===== config.mk =====
export PLATFORM = sky130hd
export DESIGN_NAME = switch_debouncer
export DESIGN_NICKNAME = d
export VERILOG_FILES = /design/src/rtl/switch_debouncer.sv
export SDC_FILE = /design/constraint.sdc
export NUM_CORES = 1
export LEC_CHECK = 0
export BUFFER_PORTS_ARGS = -buffer_cell sky130_fd_sc_hd__buf_4
export CORE_AREA = 10 10 47 49
export CTS_CLUSTER_SIZE = 28
export DETAILED_ROUTE_END_ITERATION = 10
export DIE_AREA = 0 0 57 59
export PLACE_DENSITY_LB_ADDON = 0.15
export SYNTH_ARGS = -nofsm -noshare
export SYNTH_HDL_FRONTEND = slang
export SYNTH_SLANG_ARGS = --single-unit

===== constraint.sdc =====
create_clock -name i_clk -period 3.14 [get_ports i_clk]
set_input_delay 0.157 -clock i_clk [delete_from_list [all_inputs] [get_ports i_clk]]
set_output_delay 0.157 -clock i_clk [all_outputs]
set_load 0.05 [all_outputs]

===== src/rtl/switch_debouncer.sv =====
// rtl/switch_debouncer.sv - synchronise and debounce a raw switch level, emit clean level and edge pulses
module switch_debouncer #(
    parameter int SYNC_STAGES = 2,
    parameter int DB_CYCLES   = 4
) (
    input  logic i_clk,
    input  logic i_rst_n,
    input  logic i_sw,
    output logic o_db_level,
    output logic o_db_rise,
    output logic o_db_fall
);

    localparam int CNT_W = (DB_CYCLES > 1) ? $clog2(DB_CYCLES + 1) : 1;
    localparam logic [CNT_W-1:0] CNT_LAST = CNT_W'(DB_CYCLES - 1);

    // Bit 1 of the state is the debounced level, so the output comes straight from a flop.
    localparam logic [1:0] ST_ZERO  = 2'b00;
    localparam logic [1:0] ST_WAIT1 = 2'b01;
    localparam logic [1:0] ST_ONE   = 2'b10;
    localparam logic [1:0] ST_WAIT0 = 2'b11;

    logic [SYNC_STAGES-1:0] sync_q;
    logic                   s;
    logic [1:0]             state_q;
    logic [1:0]             state_d;
    logic [CNT_W-1:0]       cnt_q;
    logic [CNT_W-1:0]       cnt_d;
    logic                   rise_q;
    logic                   rise_d;
    logic                   fall_q;
    logic                   fall_d;

    assign s = sync_q[SYNC_STAGES-1];

    always_ff @(posedge i_clk or negedge i_rst_n) begin
        if (!i_rst_n) begin
            sync_q <= '0;
        end else begin
            sync_q <= {sync_q[SYNC_STAGES-2:0], i_sw};
        end
    end

    always_comb begin
        state_d = state_q;
        cnt_d   = cnt_q;
        rise_d  = 1'b0;
        fall_d  = 1'b0;
        case (state_q)
            ST_ZERO: begin
                if (s) begin
                    state_d = ST_WAIT1;
                    cnt_d   = '0;
                end
            end
            ST_WAIT1: begin
                if (!s) begin
                    state_d = ST_ZERO;
                    cnt_d   = '0;
                end else if (cnt_q == CNT_LAST) begin
                    state_d = ST_ONE;
                    cnt_d   = '0;
                    rise_d  = 1'b1;
                end else begin
                    cnt_d = cnt_q + CNT_W'(1);
                end
            end
            ST_ONE: begin
                if (!s) begin
                    state_d = ST_WAIT0;
                    cnt_d   = '0;
                end
            end
            ST_WAIT0: begin
                if (s) begin
                    state_d = ST_ONE;
                    cnt_d   = '0;
                end else if (cnt_q == CNT_LAST) begin
                    state_d = ST_ZERO;
                    cnt_d   = '0;
                    fall_d  = 1'b1;
                end else begin
                    cnt_d = cnt_q + CNT_W'(1);
                end
            end
            default: begin
                state_d = ST_ZERO;
                cnt_d   = '0;
            end
        endcase
    end

    always_ff @(posedge i_clk or negedge i_rst_n) begin
        if (!i_rst_n) begin
            state_q <= ST_ZERO;
            cnt_q   <= '0;
            rise_q  <= 1'b0;
            fall_q  <= 1'b0;
        end else begin
            state_q <= state_d;
            cnt_q   <= cnt_d;
            rise_q  <= rise_d;
            fall_q  <= fall_d;
        end
    end

    assign o_db_level = state_q[1];
    assign o_db_rise  = rise_q;
    assign o_db_fall  = fall_q;

endmodule

# Yosys cells after proc, flatten, opt, wreduce, memory -nomap -nowiden
# Index checks and enable logic that the tools add are counted.
# totals
reg_bits	9
out_inout_bits	3
# op_classes
addsub	1
eq_ne	8
muxes	18
reduce_logical	3
# ops
operator	n
$mux 3	5
$mux 2	6
$pmux 3 s4	1
$pmux 2 s4	1
$ne 3x3->1 const B	2
$mux 1	5
$eq 2x2->1 const B	2
$ne 2x2->1 const B	2
$reduce_and 4->1	1
$add 3x1->3 const B	1
$eq 3x2->1 const B	1
$eq 2x1->1 const B	1
$logic_not 2->1	1
$reduce_and 2->1	1

# Longest topological paths before layout
# logic_depth
depth_word	4
ltp_mapped	4

# Worst setup path after synthesis
# No wires, ideal clock.
# synth_path
path_type	register -> register
startpoint	reg with a tool-made name
endpoint	reg cnt_q[1]
arrival_time_ps	1239
required_ps	3019
setup_slack_ps	1780
path_stages_with_launch	4
synth_period_minus_slack_ps	1360
path_cell_list	dfrtp_1 xnor2_1 nor2_1 a32o_2
# synth_rtl
element	line_no	source
end signal, assigned	101	cnt_q <= cnt_d;
end, declared	27	logic [CNT_W-1:0] cnt_q;

==> flow_metrics.tcl <==
set metrics [dict create \
    synth_warnings 0 \
    dieHeight_um 59 \
    dp.final_hpwl_um 473 \
    drc 0 \
    cts.path.max_buffers 2 \
    crit_arrival_ps 1510 \
    clock_latency_ps 270 \
    numClockSinks 9 \
    die_w_um 57 \
    final_hold_viol_count 0 \
    cts_tree "done" \
    p_comb_share_pct 26.4 \
    placed_cell_area_um2 404 \
    finalSetupTns_ps 0 \
    rsz0062_at_grt "no" \
    power_frac_seq_pct 46.6 \
    crit_path_cell_trace "ha_1, nor2b_1, nand2_1, mux2_1" \
    period_needed_ps 1360 \
    grt_start_max_net_pins 10 \
    min_period_over_period_pct 43.4 \
    syn_nets 28 \
    worstSetupPathType "flop to flop" \
    fin_cells 51 \
    synth_seq_area_share_pct 65.0 \
    synth-edff-count 0 \
    synthFlopType "dfrtp_1" \
    synthToLayoutAreaGrowth_pct 30.0 \
    rows 14 \
    antenna_found_initial 0 \
    synth_seq_cells 9 \
    num-nets-final 40 \
    drtIter0Drc 5 \
    design_area_um2 450 \
    postCtsHoldBufs 2 \
    worstMarginPinSlew_ps 321 \
    slowest_delay_ps 380 \
    swShare_pct 32.7 \
    port_buffers 5 \
    num_vias 231 \
    p_leak_uw 0.000219 \
    dp_cells 45 \
    netlist_instances 24 \
    netlist.top_cell.by_area "dfrtp_1" \
    ios 6 \
    place_ws_ps 1770 \
    fp.dieArea_um2 3360 \
    required_ps 3290 \
    critPathLaunchType "flop" \
    worst_path_max_delay_cell "dfrtp_1" \
    finalSetupViolCount 0 \
    final.setup.worst_slack_ps 1780 \
    core_um2 1400 \
    grt-ovfl-total 0 \
    cts_buffers 3 \
    ys_types 13 \
    grt_pass1_vias 259 \
    max_freq_mhz 734 \
    clk_pin_slew_ps 60 \
    routed_wl_um 637 \
    first_pass_iters 4 \
    status "finished, final reports clean" \
    finalClockSkew_ps 4.69 \
    crit_buf_inv 0 \
    gp_congestion 0.765 \
    nFillCells 151 \
    maxSlewViolCount 0 \
    cts-root-buf "clkbuf_4" \
    post_cts_resized 0 \
    switchingPower_uw 111 \
    antenna_left 0 \
    synthTopCellsByArea "dfrtp_1 65%, nor3b_1 6.5%, nor2b_4 4.0%, ha_1 3.6%, nor2b_1 3.6%" \
    async_flop_share_pct 100 \
    wl_per_cell_um 12.5 \
    ir_drop_v 0.000242 \
    syn-mean-instance-area_um2 14.4 \
    start_util_pct 24.7 \
    timing.slew.headroom_pct 78.4 \
    post_cts_buffers 0 \
    fin_util_pct 32.1 \
    crit_family "flip-flops" \
    synth_top_area_share_pct 65.0 \
    drv_cap 0 \
    cp-end-kind "flop" \
    ys_top_cells_by_count "9 x dfrtp_1, 3 x nor3b_1, 2 x nor2b_1" \
    p_int_uw 229 \
    n_antenna_cell 0 \
    grt_use_total_pct 5.17 \
    synthMostInstantiatedCell "dfrtp_1" \
    powerDensity_nw_per_um2 756 \
    drive_above_1_share_pct 28.6 \
    critPathMaxFanout 3 \
    grt_pass1_wl_mm 1.26 \
    hold_path_class "input pin to async pin" \
    p_clk_share_pct 27.1 \
    syn_area_um2 347 \
    via_per_inst 4.53 \
    htree_levels 1 \
]
-- per-layer routing --
layer | part of all wire, % | up-vias | global-route usage [%]
met5 | 0 | - | 0
met4 | 4.1 | 0 | 5.03
met3 | 11 | 3 | 4.29
met2 | 45 | 9 | 6.82
met1 | 40 | 111 | 4.83
li1 | - | 108 | -
-- cell type report --
class	instances	area [µm²]	share of cell area, %
Tap cell	16	20.0	4.44
Sequential cell	9	225	50.0
Timing Repair Buffer	7	57.6	12.8
Clock buffer	4	26.3	5.83
Multi-Input combinational cell	15	121	26.9
-- per-stage QoR --
| stage | power, µW | hold slack [ps] |
|---|---|---|
| 2_1_floorplan | 224 | -139 |
| 3_3_place_gp | 244 | -16.4 |
| 3_5_place_dp | 249 | -13.2 |
| 4_1_cts | 345 | 258 |
| 5_1_grt | 373 | 267 |
| 6_report | 340 | 251 |
-- cell usage in the layout, fill, tap and decap left out, drive strengths merged --
master,count
dfrtp,9
buf,5
clkbuf,4
nor3b,3
nor2b,3
dlygate4sd3,2
nand2,1
mux2,1
xnor2,1
o21a,1
a21oi,1
nor2,1
a32o,1
a22o,1
ha,1
-- logic make-up (layout without fill, tap and decap cells) --
logic type	after synthesis	count (layout)	synth area share, %
flip-flops	9	9	65.0
adder cells (fa/ha/maj)	1	1	3.61
XOR/XNOR	1	1	2.53
multiplexers	1	1	3.25
AO/OA/AOI/OAI	4	4	9.39
AND/OR/NAND/NOR	8	8	16.2
buffers and inverters	0	11	0
-- path summary, 6_finish.rpt --
kind / to / startpoint / cells after the start / slack (ps)
max: flop / cnt_q[0] / 4 / 1780
min: state_q[0] / i_rst_n / 2 / 250
max reg2reg: flop / cnt_q[0] / 4 / 1780
min reg2reg: sync_q[1] / sync_q[0] / 0 / 360
max in group asynchronous: async pin / i_rst_n / 2 / 2750
min in group i_clk: sync_q[1] / sync_q[0] / 0 / 360
-- power by group through the flow --
stage | Clock (µW) | Combinational, µW | Sequential [µW]
6_report | 92.1 | 89.8 | 158
5_1_grt | 106 | 103 | 164
4_1_cts | 95.6 | 90.9 | 159
3_5_place_dp | 0 | 88.6 | 161
3_3_place_gp | 0 | 85.4 | 158
2_1_floorplan | 0 | 52.1 | 172
No activity file was read; power rests on OpenSTA's default activity.
